[config.mk]
export PLATFORM = sky130hd
export DESIGN_NAME = ib
export DESIGN_NICKNAME = d
export VERILOG_FILES = /design/src/rtl/ib.sv
export SDC_FILE = /design/constraint.sdc
export NUM_CORES = 1
export LEC_CHECK = 0
export ABC_CLOCK_PERIOD_IN_PS = 7400
export BUFFER_PORTS_ARGS = -buffer_cell sky130_fd_sc_hd__buf_2
export CORE_MARGIN = 5
export CORE_UTILIZATION = 50
export CTS_BUF_LIST = sky130_fd_sc_hd__clkbuf_8
export DETAILED_ROUTE_END_ITERATION = 7
export GPL_TIMING_DRIVEN = 0
export PLACE_DENSITY = 0.78
export SLEW_MARGIN = 20
export SYNTH_ARGS = -nofsm -noshare
export SYNTH_HDL_FRONTEND = slang
export SYNTH_SLANG_ARGS = --single-unit
[constraint.sdc]
create_clock -name clk -period 7.4 [get_ports clk]
set_clock_uncertainty 0.1 [all_clocks]
set_input_delay 0 -clock clk [delete_from_list [all_inputs] [get_ports clk]]
set_output_delay 0 -clock clk [all_outputs]
set_load 0.01 [all_outputs]
[src/rtl/ib.sv]
// ib: per-input-port packet FIFO with one-hot request toward the crossbar.
// Optional drop counter enabled by defining IB_DROPCNT_EN.
`ifndef PKTW
`define PKTW 9
`endif
`ifndef PORT
`define PORT 3
`endif
`ifndef ASSERT
`define ASSERT 1'b1
`endif

module ib #(
  parameter int DEPTH = 4,
  parameter int PTRW  = $clog2(DEPTH)
) (
  input  logic            clk,
  input  logic            rst,
  input  logic [`PKTW:0]  i,
  input  logic [`PORT:0]  ack,
  output logic [`PKTW:0]  co,
  output logic [`PORT:0]  req,
  output logic            full
`ifdef IB_DROPCNT_EN
  ,
  output logic [7:0]      drop
`endif
);

  logic [`PKTW:0] mem [DEPTH];
  logic [PTRW-1:0] rp;
  logic [PTRW-1:0] wp;
  logic [PTRW:0]   cnt;
  logic [`PORT:0]  acka;
  logic [1:0]      dst;
  logic            nempty;
  logic            push;
  logic            pop;

  // normalise ack polarity to active-high
  assign acka   = ack ^ {(`PORT+1){~`ASSERT}};
  assign nempty = (cnt != '0);
  assign co     = nempty ? mem[rp] : '0;
  assign dst    = co[`PKTW:`PKTW-1];
  assign full   = (cnt == (PTRW+1)'(DEPTH));
  assign pop    = nempty && ((acka & req) != '0);
  assign push   = (i != '0) && (!full || pop);

  always_comb begin
    req = '0;
    if (nempty) begin
      unique case (dst)
        2'd0: req = 4'b0001;
        2'd1: req = 4'b0010;
        2'd2: req = 4'b0100;
        2'd3: req = 4'b1000;
        default: req = '0;
      endcase
    end
  end

  always_ff @(posedge clk) begin
    if (!rst && push)
      mem[wp] <= i;
  end

  always_ff @(posedge clk) begin
    if (rst) begin
      rp  <= '0;
      wp  <= '0;
      cnt <= '0;
    end else begin
      if (push)
        wp <= wp + 1'b1;
      if (pop)
        rp <= rp + 1'b1;
      unique case ({push, pop})
        2'b10:   cnt <= cnt + 1'b1;
        2'b01:   cnt <= cnt - 1'b1;
        default: cnt <= cnt;
      endcase
    end
  end

`ifdef IB_DROPCNT_EN
  always_ff @(posedge clk) begin
    if (rst)
      drop <= '0;
    else if ((i != '0) && full && !pop && (drop != 8'hFF))
      drop <= drop + 8'd1;
  end
`endif

endmodule

After elaboration in Yosys (flattened, before gate mapping)
Memory sizes are Yosys's and may differ from the RTL's. A register that Yosys moved wholly into a read port is not among the register bits.
Index checks and enable logic that the tools add are counted.
Widths: inputs -> output; s select.

word-level totals
  output and inout port bits = 15
  bits of input ports = 16
  memories = 1
  word-level logic and storage cells = 34
  bits in writable memories = 40
  bits in registers = 7

cells by class
  reductions and logical operators = 11
  equality and inequality tests = 6
  $add $sub $neg = 4
  bitwise gates (word level) = 1
  muxes and demuxes = 8

memory list
  memory  words  width  read ports  clocked after Yosys merged registers in  wr ports  line  text
  mem     4      10     1           1                                        1         30    logic [`PKTW:0] mem [DEPTH];

operator list
  operator             count
  $pmux 4 s4           1
  $mux 10              1
  $reduce_bool 10->1   1
  $eq 2x2->1 const B   3
  $pmux 3 s2           1
  $add 2x1->2 const B  2
  $and 4x4->4          1
  $eq 2x1->1 const B   2
  $mux 2               2
  $mux 4               1
  $reduce_bool 4->1    1
  $add 3x1->3 const B  1
  $eq 3x3->1 const B   1
  $logic_and 1x1->1    3
  $reduce_bool 3->1    1
  $sub 3x1->3 const B  1
  $logic_not 1->1      2
  $logic_not 2->1      1
  $mux 1               2
  $reduce_bool 2->1    1
  $logic_or 1x1->1     1

Depth between registers and ports, before layout
Gate-level depths: netlist of run 1.

  depth after elaboration = 13
  depth in mapped cells = 11
  mapped depth without buffers = 9

Worst setup path after synthesis of run 1
OpenSTA, ideal clock, no wires.

  path type = reg2reg
  start = reg (tool-made name)
  end = reg cnt[1]
  stages on the path, launching flop included = 11
  arrival time = 2746 ps
  path slack = 4423 ps
  required time = 7168 ps
  setup time = 132 ps
  buffers on the path = 2
  period minus slack after synthesis = 2977 ps
  cells stage by stage = dfxtp_1 -> buf_6 -> mux4_2 -> mux2i_1 -> mux2i_2 -> buf_6 -> nand3_1 -> fa_1 -> nor3_1 -> a2111oi_0 -> o31ai_2

RTL lines
  what                  line  text
  to (signal assigned)  78    2'b10: cnt <= cnt + 1'b1;
  to (signal assigned)  79    2'b01: cnt <= cnt - 1'b1;
  to (signal assigned)  80    default: cnt <= cnt;
  to (decl)             33    logic [PTRW:0] cnt;

==> Flow_metrics.wiki, run 1 <==
{| class="wikitable"
! Metric !! Value
|-
| Result of the run || finished clean
|-
| Fill cell total of the finished layout || 334
|-
| H-tree lvl count || 2
|-
| Sequential standard cell area || 1380 um2
|-
| Final worst path period need || 3490 ps
|-
| TritonCTS clock tree || built
|-
| Sequential cell area fraction in the yosys report || 62.6%
|-
| Clock tree root buffer cell || sky130_fd_sc_hd__clkbuf_8
|-
| Startpoint type of the worst setup path || flip-flop
|-
| Die W || 76.4 um
|-
| RePlAce Congestion || 0.818
|-
| Leakage power summed over all cells || 0.999 nW
|-
| Peak VDD IR || 0.141 mV
|-
| DRC Markers || 0
|-
| Summed instance area of the synthesized netlist || 2210 um2
|-
| GRT busiest layer || met2
|-
| Initial DRC count || 58
|-
| Maximum number of pins on one net before global-route repair || 15
|-
| Kind of capture point of the worst setup path || flip-flop
|-
| Crit-path most repeated cell || sky130_fd_sc_hd__buf_6
|-
| Initial antenna violation count || 0
|-
| Clk buf depth || 2
|-
| Area taken by multi-input logic gates || 743 um2
|-
| Antenna diode instance count || 0
|-
| Worst-Margin Slew || 682 ps
|-
| Synth unique cells || 35
|-
| Cell area power density || 303 nW/um2
|-
| Sum of negative setup slack || 0 ps
|-
| Met2 usage in global routing || 26.3%
|-
| Routed wire length || 4.05 mm
|-
| Number of pins exceeding their max-slew limit in the final report || 0
|-
| Cell Area, Placed || 2420 um2
|-
| Die outline height || 76.4 um
|-
| Layout-stage area growth over the synthesis result || 18.2%
|-
| Number of I/O pins || 31
|-
| Critical-path cell list || buf_6 -> mux4_2 -> mux2i_1 -> mux2i_2 -> buf_6 -> nand3_1 -> fa_1 -> nor3_1 -> a2111oi_0 -> o31ai_2
|-
| Clk sinks || 49
|-
| Post-route antenna net violation count || 0
|-
| Buffer and inverter count on the worst path || 2
|-
| Number of nets in the synthesized netlist || 162
|-
| Area of the core region || 4320 um2
|-
| Share of layout cells above drive strength 1 || 26.5%
|-
| Cell with the largest stage delay on the worst path || sky130_fd_sc_hd__a2111oi_0
|-
| Vias in the first global route || 1364
|-
| Effective utilization at floorplan || 51.0%
|-
| M3 GR Usage || 4.96%
|-
| DR vias || 1318
|-
| Flop2flop setup slack || 3910 ps
|-
| YS warnings || 0
|-
| Final setup viols || 0
|-
| Die Outline Area || 5840 um2
|-
| Cells resized by post-CTS repair || 0
|-
| Post-synthesis average cell area || 15.7 um2
|-
| Finished layout cell area || 2610 um2
|-
| Global-route met1 utilization || 15.5%
|-
| Number of failing hold endpoints at the final stage || 0
|-
| Wire length of the first global-routing pass || 6.54 mm
|-
| Data arrival at the endpoint of the critical path || 3550 ps
|-
| Overall power consumption || 0.792 mW
|-
| Highest achievable clock rate || 287 MHz
|-
| Final worst-path setup slack || 3910 ps
|-
| Sum of overflow across all layers after global routing || 0
|-
| Number of flops mapped to enable cells by yosys || 40
|-
| Most common flop cell mapped by yosys || sky130_fd_sc_hd__edfxtp_1
|-
| Overall Global Routing Usage || 14.5%
|-
| Detailed placer's ending HPWL || 2.87 mm
|-
| Async set-or-reset flop fraction in the synthesized netlist || 0%
|-
| Clock-pin slew of the registers on the worst-case setup and hold paths || 80 ps
|-
| Source of the worst hold timing path || ack[0]
|-
| Gate count of the mapped netlist || 141
|-
| Class of the most critical setup path || reg -> reg
|-
| Family with the most delay on the worst path || multiplexers
|-
| Highest net fanout along the worst path || 10
|-
| PortBufs || 29
|-
| Source-to-sink clock delay at the later pin of the worst-skew pair || 290 ps
|-
| Cell Rows || 24
|-
| Path class of the lowest-slack min-delay path || in -> reg
|-
| Max capacitance violation total || 0
|-
| Synthesis-stage register bit count || 49
|-
| Worst slack at placement || 4000 ps
|-
| Mean routed wirelength per cell || 16.8 um
|-
| Post-layout nets || 209
|-
| Detailed-route vias per instance || 5.47
|-
| First-pass DRT Iterations || 4
|-
| RSZ-0062 raised after global routing || no
|-
| Biggest cell delay along the critical path || 630 ps
|-
| CTS Buf Count || 5
|-
| Post-route worst hold slack || 367 ps
|-
| Remaining max-slew budget at the tightest pin || 53.4%
|-
| Data required, critical path || 7460 ps
|-
| Portion of the clock cycle consumed by the worst path in the final layout || 47.1%
|}
## layout make-up
| class | count | share of cell area (%) |
|---|---|---|
| flip-flops and latches | 49 | 52.9 |
| multi-input cells | 79 | 28.5 |
| repair buffers | 40 | 9.78 |
| clock buffers | 5 | 2.64 |
| well taps | 52 | 2.49 |
| plain buffers | 7 | 2.30 |
| inverters | 6 | 0.863 |
| clock inverters | 3 | 0.480 |
## layer usage
| layer | up-vias | wire length, um |
|---|---|---|
| met5 | - | 0 |
| li1 | 626 | - |
| met1 | 653 | 1610 |
| met3 | 6 | 183 |
| met2 | 33 | 2200 |
| met4 | 0 | 58 |
## power breakdown
part	switching [mW]	internal (mW)
combinational	0.155	0.143
sequential	0.0168	0.333
clock	0.0805	0.0636
## sequential cells by signal, indices dropped and copies added (netlist names), named ones only
signal and count:
mem 40, cnt 3, rp 2, wp 2
## worst min-delay path, cell delays in order
cell	delay [ps]
sky130_fd_sc_hd__buf_2	90
sky130_fd_sc_hd__mux2i_1	150
sky130_fd_sc_hd__mux2i_2	140
sky130_fd_sc_hd__buf_6	160
sky130_fd_sc_hd__nand3_1	100
sky130_fd_sc_hd__o31ai_2	70
## Yosys cell counts, drive strengths merged (3+ instances only)
cell | instances | area share (%)
edfxtp | 40 | 54
inv | 6 | 1.0
mux4 | 10 | 12
mux2i | 4 | 2.0
nand2 | 4 | 0.68
buf | 6 | 2.6
nor2 | 10 | 1.7
ha | 4 | 2.3
dfxtp | 9 | 8.2
nand3 | 5 | 1.1
nor3 | 5 | 1.1
xnor2 | 3 | 1.2
and2 | 13 | 3.7
## final timing paths
| check | end | cells past startpoint |
|---|---|---|
| max reg2reg | cnt[1] | 10 |
| max | cnt[1] | 10 |
| min | cnt[1] | 6 |
| min reg2reg | flip-flop | 2 |
## kinds of logic after synthesis
family / synth area share, %
muxes: 14.2
xor gates and xnor gates: 1.98
AOI/OAI and AO/OA: 3.29
adders and majority gates: 3.17
DFF: 62.6
and+or+nand+nor: 11.0
buffers and inverters: 3.74
## metrics by stage
stage	util [%]	cells
detailed placement	55.9	222
floorplan	-	141
finish	60.3	241
global placement	55.9	222
CTS	60.3	241
global route	60.3	241
## placed cells by master (no fill, tap or decap), types with 2 or more instances in the layout
cell type	synthesis	routed
sky130_fd_sc_hd__ha_1	4	4
sky130_fd_sc_hd__xnor2_1	3	3
sky130_fd_sc_hd__mux2i_1	3	3
sky130_fd_sc_hd__mux4_2	2	2
sky130_fd_sc_hd__mux4_1	8	8
sky130_fd_sc_hd__clkbuf_8	0	5
sky130_fd_sc_hd__buf_2	0	29
sky130_fd_sc_hd__edfxtp_1	40	40
sky130_fd_sc_hd__nor4_1	2	2
sky130_fd_sc_hd__dlygate4sd3_1	0	11
sky130_fd_sc_hd__a21oi_1	2	2
sky130_fd_sc_hd__buf_4	3	3
sky130_fd_sc_hd__nand2_1	4	4
sky130_fd_sc_hd__dfxtp_1	9	9
sky130_fd_sc_hd__nand3_1	5	5
sky130_fd_sc_hd__buf_6	3	3
sky130_fd_sc_hd__inv_1	6	8
sky130_fd_sc_hd__xor2_1	2	2
sky130_fd_sc_hd__nor3_1	5	5
sky130_fd_sc_hd__nor2_1	10	10
sky130_fd_sc_hd__and2_1	13	13
## repair_timing
| item | 4_1_cts | 5_1_grt |
|---|---|---|
| setup buffers | 0 | 0 |
| endpoints found under the hold margin | 49 | 0 |
| setup endpoints to repair | 0 | 0 |
| hold buffers | 11 | 0 |
(Power assumes the default switching activity.)
==> inputs of run 2 (changes only) <==
--- a/config.mk
+++ b/config.mk
@@ -5,14 +5,15 @@
 export SDC_FILE = /design/constraint.sdc
 export NUM_CORES = 1
 export LEC_CHECK = 0
-export ABC_CLOCK_PERIOD_IN_PS = 7400
+export ABC_AREA = 1
+export ABC_CLOCK_PERIOD_IN_PS = 3100
 export BUFFER_PORTS_ARGS = -buffer_cell sky130_fd_sc_hd__buf_2
 export CORE_MARGIN = 5
 export CORE_UTILIZATION = 50
 export CTS_BUF_LIST = sky130_fd_sc_hd__clkbuf_8
 export DETAILED_ROUTE_END_ITERATION = 7
 export GPL_TIMING_DRIVEN = 0
-export PLACE_DENSITY = 0.78
+export PLACE_DENSITY = 0.81
 export SLEW_MARGIN = 20
 export SYNTH_ARGS = -nofsm -noshare
 export SYNTH_HDL_FRONTEND = slang
==> constraint.sdc (replaced) <==
create_clock -name clk -period 3.1 [get_ports clk]
set_clock_uncertainty 0.1 [all_clocks]
set_input_delay 0 -clock clk [delete_from_list [all_inputs] [get_ports clk]]
set_output_delay 0 -clock clk [all_outputs]
set_load 0.01 [all_outputs]
==> run 2 against run 1 <==
  * First-iteration DRC count grew 120%
  * Worst setup slack lost 3500 ps
  * Die area shrank 0.14%
  * Flip-flop and latch count is the same
  * Combinational power grew to 2.6 times the previous value
  * Core utilization grew 1.3 points
  * Synthesized cell count grew 50%
  * Critical path type unchanged
  * Largest cell class unchanged
==> Flow_metrics.wiki, run 2 <==
{| class="wikitable"
! Metric !! Value
|-
| Result of the run || finished clean
|-
| Synthesis-stage register bit count || 49
|-
| Buffer and inverter count on the worst path || 3
|-
| Final worst path period need || 2650 ps
|-
| DR vias || 1531
|-
| Highest achievable clock rate || 377 MHz
|-
| Sum of overflow across all layers after global routing || 0
|-
| Peak VDD IR || 0.348 mV
|-
| Max reg flops || 40
|-
| Final setup viols || 0
|-
| Async set-or-reset flop fraction in the synthesized netlist || 0%
|-
| Fraction of post-synthesis cell area in the top cell type by area || 54.5%
|-
| Kind of capture point of the worst setup path || flip-flop
|-
| Overall Global Routing Usage || 14.5%
|-
| Worst-Margin Slew || 921 ps
|-
| Remaining max-slew budget at the tightest pin || 38.4%
|-
| Routed wire length || 4.12 mm
|-
| Gate count of the mapped netlist || 211
|-
| Post-synthesis average cell area || 10.4 um2
|-
| Synth unique cells || 24
|-
| Register bank with the most flops || mem
|-
| Detailed placer's ending HPWL || 2.78 mm
|-
| Sequential cell area fraction in the yosys report || 62.7%
|-
| Critical-path cell list || inv_1 -> nand3_2 -> nand2_4 -> nand4_1 -> nand2_2 -> inv_2 -> nand2_4 -> o21ai_2 -> inv_2 -> nand2_2 -> nor2_1
|-
| Die W || 76.4 um
|-
| Data arrival at the endpoint of the critical path || 2480 ps
|-
| Wire length of the first global-routing pass || 6.77 mm
|-
| Mean routed wirelength per cell || 13.2 um
|-
| Die Outline Area || 5830 um2
|-
| Number of buffers inserted by post-CTS setup repair || 0
|-
| PortBufs || 30
|-
| YS warnings || 0
|-
| Antenna diode instance count || 0
|-
| Most frequent standard cell in the layout excluding fill and tap cells || sky130_fd_sc_hd__nor2_1
|-
| Die outline height || 76.4 um
|-
| Initial DRC count || 127
|-
| Effective utilization at floorplan || 51.0%
|-
| Highest net fanout along the worst path || 10
|-
| First-pass DRT Iterations || 4
|-
| Clock-pin slew of the registers on the worst-case setup and hold paths || 90 ps
|-
| Global-route met1 utilization || 16.5%
|-
| Family with the most delay on the worst path || simple AND/OR/NAND/NOR gates
|-
| Top cells by instance count after synthesis || sky130_fd_sc_hd__nor2_1, sky130_fd_sc_hd__edfxtp_1, sky130_fd_sc_hd__inv_1, sky130_fd_sc_hd__o21ai_0, sky130_fd_sc_hd__nand2_1
|-
| Worst-case reg-to-reg path depth || 11
|-
| CTS Buf Count || 5
|-
| Final Core Density || 61.7%
|-
| Cell area power density || 810 nW/um2
|-
| Clk buf depth || 2
|-
| Number of I/O pins || 31
|-
| Synth top area cells || sky130_fd_sc_hd__edfxtp_1, sky130_fd_sc_hd__nor2_1, sky130_fd_sc_hd__dfxtp_1
|-
| Number of nets in the synthesized netlist || 232
|-
| Leading cell types in the layout, fill and taps excluded || sky130_fd_sc_hd__nor2_1, sky130_fd_sc_hd__edfxtp_1, sky130_fd_sc_hd__buf_2
|-
| Area of the core region || 4320 um2
|-
| RSZ-0062 raised after global routing || no
|-
| Biggest cell delay along the critical path || 700 ps
|-
| Clk sinks || 49
|-
| Post-route worst hold slack || 138 ps
|-
| Sum of negative setup slack || 0 ps
|-
| Share of layout cells above drive strength 1 || 24.6%
|-
| Startpoint type of the worst setup path || flip-flop
|-
| Post-layout nets || 280
|-
| Maximum number of pins on one net before global-route repair || 17
|-
| Number of failing hold endpoints at the final stage || 0
|-
| DRC Markers || 0
|-
| TritonCTS clock tree || built
|-
| Worst hold stages || 6
|-
| Class of the most critical setup path || reg -> reg
|-
| GRT busiest layer || met2
|-
| Registers with the highest flip-flop counts || mem x40, cnt x3
|-
| M3 GR Usage || 3.07%
|-
| Source-to-sink clock delay at the later pin of the worst-skew pair || 300 ps
|-
| Data required, critical path || 2930 ps
|-
| Number of pins exceeding their max-slew limit in the final report || 0
|-
| Cell with the largest stage delay on the worst path || sky130_fd_sc_hd__nor2_1
|-
| Most common flop cell mapped by yosys || sky130_fd_sc_hd__edfxtp_1
|-
| Cell Rows || 24
|-
| Number of flops mapped to enable cells by yosys || 40
|-
| Detailed-route vias per instance || 4.91
|-
| Layout-stage area growth over the synthesis result || 21.0%
|-
| Max capacitance violation total || 0
|-
| Capturing point of the worst reg2reg path || mem[2][3]
|-
| Source of the worst hold timing path || ack[1]
|-
| Flop2flop setup slack || 450 ps
|-
| H-tree lvl count || 2
|-
| RePlAce Congestion || 0.774
|-
| Clock tree root buffer cell || sky130_fd_sc_hd__clkbuf_8
|-
| Portion of the clock cycle consumed by the worst path in the final layout || 85.6%
|-
| Leakage power summed over all cells || 1.09 nW
|-
| Overall power consumption || 2.16 mW
|-
| Cell with the most instances after synthesis || sky130_fd_sc_hd__nor2_1
|-
| Vias in the first global route || 1473
|-
| Met2 usage in global routing || 25.9%
|-
| Summed instance area of the synthesized netlist || 2200 um2
|-
| Post-route antenna net violation count || 0
|-
| Initial antenna violation count || 0
|-
| Path class of the lowest-slack min-delay path || in -> reg
|-
| Cell type with the largest total area after synthesis || sky130_fd_sc_hd__edfxtp_1
|}
-- run 2: cell type report --
class	count	area (um2)
clock inverters	3	68.8
well taps	52	65.1
multi-input cells	132	693
fillers	344	1660
plain buffers	6	38.8
repair buffers	41	260
inverters	24	90.1
clock buffers	5	68.8
flip-flops and latches	49	1380
-- run 2: how the worst max path moves through the flow --
| stage | startpoint | end | slack (ps) | depth (start not counted) |
|---|---|---|---|---|
| finish | flip-flop | mem[2][3] | 450 | 11 |
| floorplan | flip-flop | mem[0][0] | 810 | 13 |
| CTS | flip-flop | mem[2][9] | 390 | 11 |
| detailed placement | flip-flop | mem[2][5] | 430 | 11 |
| global placement | flip-flop | mem[3][5] | 460 | 11 |
| global route | flip-flop | mem[2][6] | 230 | 13 |
-- run 2: tightest hold or removal path, delay by kind of cell --
kind | cells | cell delay, ps
buffers and inverters | 1 | 80
and+or+nand+nor | 5 | 420
-- run 2: cells by family (layout without fill, tap and decap cells) --
group / Yosys count / after routing / synth area share, %
AOI/OAI and AO/OA: 30 / 30 / 6.98
buffers and inverters: 30 / 79 / 5.85
xor gates and xnor gates: 1 / 1 / 0.398
adders and majority gates: 5 / 5 / 3.18
and+or+nand+nor: 96 / 96 / 20.9
DFF: 49 / 49 / 62.7
-- run 2: layer usage --
metal  up-vias  wire (um)
li1        794          -
met1       703       1740
met2        29       2160
met3         5        171
met4         0         56
met5         -          0
-- run 2: what timing repair did --
item | in CTS | in global routing
hold buffers | 11 | 0
gates resized for setup | 0 | 0
hold endpoints to repair | 49 | 0
-- run 2: power breakdown --
group / switching [mW] / internal, mW / leakage, nW
clock network: 0.213 / 0.325 / 0.0687
registers: 0.0342 / 0.805 / 0.441
logic: 0.509 / 0.275 / 0.584
total: 0.756 / 1.40 / 1.09
-- run 2: stage by stage --
step / cell area (um2) / instances / worst slack (ps)
floorplan: 2200 / 211 / 814
global placement: 2420 / 293 / 465
detailed placement: 2420 / 293 / 429
CTS: 2670 / 312 / 394
global route: 2670 / 312 / 235
finish: 2670 / 312 / 446
==> inputs of run 3 (changes only) <==
--- a/config.mk
+++ b/config.mk
@@ -5,15 +5,14 @@
 export SDC_FILE = /design/constraint.sdc
 export NUM_CORES = 1
 export LEC_CHECK = 0
-export ABC_AREA = 1
-export ABC_CLOCK_PERIOD_IN_PS = 3100
+export ABC_CLOCK_PERIOD_IN_PS = 3300
 export BUFFER_PORTS_ARGS = -buffer_cell sky130_fd_sc_hd__buf_2
 export CORE_MARGIN = 5
 export CORE_UTILIZATION = 50
 export CTS_BUF_LIST = sky130_fd_sc_hd__clkbuf_8
 export DETAILED_ROUTE_END_ITERATION = 7
 export GPL_TIMING_DRIVEN = 0
-export PLACE_DENSITY = 0.81
+export PLACE_DENSITY = 0.78
 export SLEW_MARGIN = 20
 export SYNTH_ARGS = -nofsm -noshare
 export SYNTH_HDL_FRONTEND = slang
==> constraint.sdc (replaced) <==
create_clock -name clk -period 3.3 [get_ports clk]
set_clock_uncertainty 0.1 [all_clocks]
set_input_delay 0 -clock clk [delete_from_list [all_inputs] [get_ports clk]]
set_output_delay 0 -clock clk [all_outputs]
set_load 0.01 [all_outputs]
==> run 3 against run 2 <==
  * Non-clock buffer count is 1 higher
  * Register-to-register slack worse by 240 ps
  * Sequential power fell by 6.3%
  * Global-route usage shrank 0.072 points
  * Combinational power fell by 13%
  * Critical path depth is 1 lower
  * Clock power fell by 40%
  * Flip-flop and latch count is the same
  * Via count down 14%
  * Sequential share of layout area up 0.87 points
  * Critical path type unchanged
  * Largest power group unchanged
==> Flow_metrics.wiki, run 3 (same netlist as run 1, synthesis figures left out) <==
{| class="wikitable"
! Metric !! Value
|-
| Result of the run || finished clean
|-
| CTS Buf Count || 5
|-
| Detailed-route vias per instance || 5.45
|-
| Source-to-sink clock delay at the later pin of the worst-skew pair || 290 ps
|-
| Routed wire length || 4.05 mm
|-
| Clock tree root buffer cell || sky130_fd_sc_hd__clkbuf_8
|-
| Worst slack at placement || -95.9 ps
|-
| Cell Rows || 24
|-
| Wire length of the first global-routing pass || 6.49 mm
|-
| Family with the most delay on the worst path || multiplexers
|-
| TritonCTS clock tree || built
|-
| Max capacitance violation total || 0
|-
| Net switching fraction of the power || 31.8%
|-
| Seq pwr share || 43.9%
|-
| Cell Area, Placed || 2420 um2
|-
| DRC Markers || 0
|-
| Area of the core region || 4320 um2
|-
| Number of I/O pins || 31
|-
| Fill cell total of the finished layout || 333
|-
| Post-layout nets || 210
|-
| Crit-path most repeated cell || sky130_fd_sc_hd__buf_6
|-
| Post-route antenna net violation count || 0
|-
| RePlAce Congestion || 0.818
|-
| Data required, critical path || 3370 ps
|-
| Highest net fanout along the worst path || 10
|-
| Detailed placer's ending HPWL || 2.87 mm
|-
| RSZ-0062 raised after global routing || no
|-
| Buffer and inverter count on the worst path || 2
|-
| Leading cell types in the layout, fill and taps excluded || sky130_fd_sc_hd__edfxtp_1, sky130_fd_sc_hd__buf_2, sky130_fd_sc_hd__and2_1
|-
| Initial DRC count || 69
|-
| Die outline height || 76.4 um
|-
| Share of power burned in combinational logic || 38.2%
|-
| Final Core Density || 60.6%
|-
| Register bank with the most flops || mem
|-
| Capturing point of the worst reg2reg path || cnt[1]
|-
| Final worst path period need || 3090 ps
|-
| Clock-pin slew of the registers on the worst-case setup and hold paths || 80 ps
|-
| Number of failing hold endpoints at the final stage || 0
|-
| Cell area power density || 683 nW/um2
|-
| Remaining max-slew budget at the tightest pin || 65.1%
|-
| Sum of overflow across all layers after global routing || 0
|-
| Registers with the highest flip-flop counts || mem x40, cnt x3
|-
| Switch Pwr || 0.570 mW
|-
| Clock power frac || 18.0%
|-
| DR vias || 1320
|-
| Flop2flop setup slack || 210 ps
|-
| Effective utilization at floorplan || 51.0%
|-
| Finished layout cell area || 2620 um2
|-
| Final setup viols || 0
|-
| Die Outline Area || 5840 um2
|-
| Area taken by multi-input logic gates || 749 um2
|-
| Internal portion of total power || 1.22 mW
|-
| Final worst-path setup slack || 207 ps
|-
| Vias in the first global route || 1345
|-
| Cell with the largest stage delay on the worst path || sky130_fd_sc_hd__mux4_2
|-
| Initial antenna violation count || 0
|-
| Share of layout cells above drive strength 1 || 27.4%
|-
| Path class of the lowest-slack min-delay path || in -> reg
|-
| Kind of capture point of the worst setup path || flip-flop
|-
| Antenna diode instance count || 0
|-
| Most frequent standard cell in the layout excluding fill and tap cells || sky130_fd_sc_hd__edfxtp_1
|-
| Startpoint type of the worst setup path || flip-flop
|-
| Overall Global Routing Usage || 14.4%
|-
| Maximum number of pins on one net before global-route repair || 15
|-
| Max reg flops || 40
|-
| Die W || 76.4 um
|-
| Worst-Margin Slew || 524 ps
|-
| Hold-critical path endpoint || cnt[1]
|-
| H-tree lvl count || 2
|-
| Source of the worst hold timing path || ack[0]
|-
| Biggest cell delay along the critical path || 600 ps
|-
| Clk buf depth || 2
|-
| Leakage power summed over all cells || 1.00 nW
|-
| PortBufs || 29
|-
| Worst-case reg-to-reg path depth || 10
|-
| Peak VDD IR || 0.315 mV
|-
| Portion of the clock cycle consumed by the worst path in the final layout || 93.7%
|-
| Sum of negative setup slack || 0 ps
|-
| Critical-path cell list || buf_6 -> mux4_2 -> mux2i_1 -> mux2i_2 -> buf_6 -> nand3_1 -> fa_1 -> nor3_1 -> a2111oi_2 -> o31ai_2
|-
| Highest achievable clock rate || 323 MHz
|-
| Data arrival at the endpoint of the critical path || 3170 ps
|-
| Class of the most critical setup path || reg -> reg
|-
| Layout-stage area growth over the synthesis result || 18.8%
|-
| Mean routed wirelength per cell || 16.8 um
|-
| First-pass DRT Iterations || 5
|-
| Clk sinks || 49
|-
| Sequential standard cell area || 1380 um2
|-
| Worst hold stages || 6
|-
| Number of pins exceeding their max-slew limit in the final report || 0
|}
-- run 3: cell types whose count changed in the layout (fill, tap and decap cells not counted), sizes merged, moves of 6 or more --
cell	before	now
nand2	20	4
nand3	11	5
mux4	0	10
a21oi	9	2
nor2	58	10
o21ai	21	1
and2	0	13
inv	25	8
-- run 3: power by group through the flow --
| stage | registers, mW | clock network (mW) | logic (mW) |
|---|---|---|---|
| finish | 0.786 | 0.322 | 0.684 |
| global route | 0.791 | 0.355 | 0.749 |
| CTS | 0.785 | 0.331 | 0.684 |
| detailed placement | 0.797 | 0 | 0.663 |
| global placement | 0.789 | 0 | 0.633 |
| floorplan | 0.786 | 0 | 0.477 |
-- run 3: worst max path at each step --
stage | to | depth (start not counted) | slack [ps]
floorplan | cnt[1] | 10 | 320
global placement | cnt[1] | 10 | 160
detailed placement | cnt[1] | 10 | -100
CTS | cnt[1] | 10 | 50
global route | cnt[1] | 10 | 50
finish | cnt[1] | 10 | 210
-- run 3: area by class of cell --
cell class / count / area share [%]
inverter: 6 / 0.859
clock inverter: 3 / 0.477
sequential: 49 / 52.7
timing repair buffer: 41 / 10.0
tap: 52 / 2.48
multi-input combinational: 79 / 28.6
buffer: 7 / 2.29
clock buffer: 5 / 2.62
-- run 3: layer usage --
metal  vias up  wire, um  track usage (%)
li1        627         -                -
met1       657      1650             15.5
met2        32      2190             26.0
met3         4       165             4.96
met4         0        48             5.07
met5         -         0                0
-- run 3: stage by stage --
stage               power, mW  cells  hold WS, ps
floorplan                1.26    141        -1.13
global placement         1.42    222          114
detailed placement       1.46    222          121
CTS                      1.80    241          359
global route             1.90    242          376
finish                   1.79    242          366
-- run 3: worst reg2reg max path, delay by kind of cell (launching register included) --
| family | cells | cell delay, ps |
|---|---|---|
| muxes | 3 | 1050 |
| adders and majority gates | 1 | 570 |
| AOI/OAI and AO/OA | 2 | 390 |
| buffers and inverters | 2 | 360 |
| DFF | 1 | 340 |
| and+or+nand+nor | 2 | 190 |
-- run 3: repair_timing --
action	CTS	global route
pin swaps	0	1
endpoints found under the hold margin	49	0
buffers inserted	0	1
hold buffers	11	0
resized for setup	2	0
gates cloned	0	0
endpoints found under the setup margin	1	1
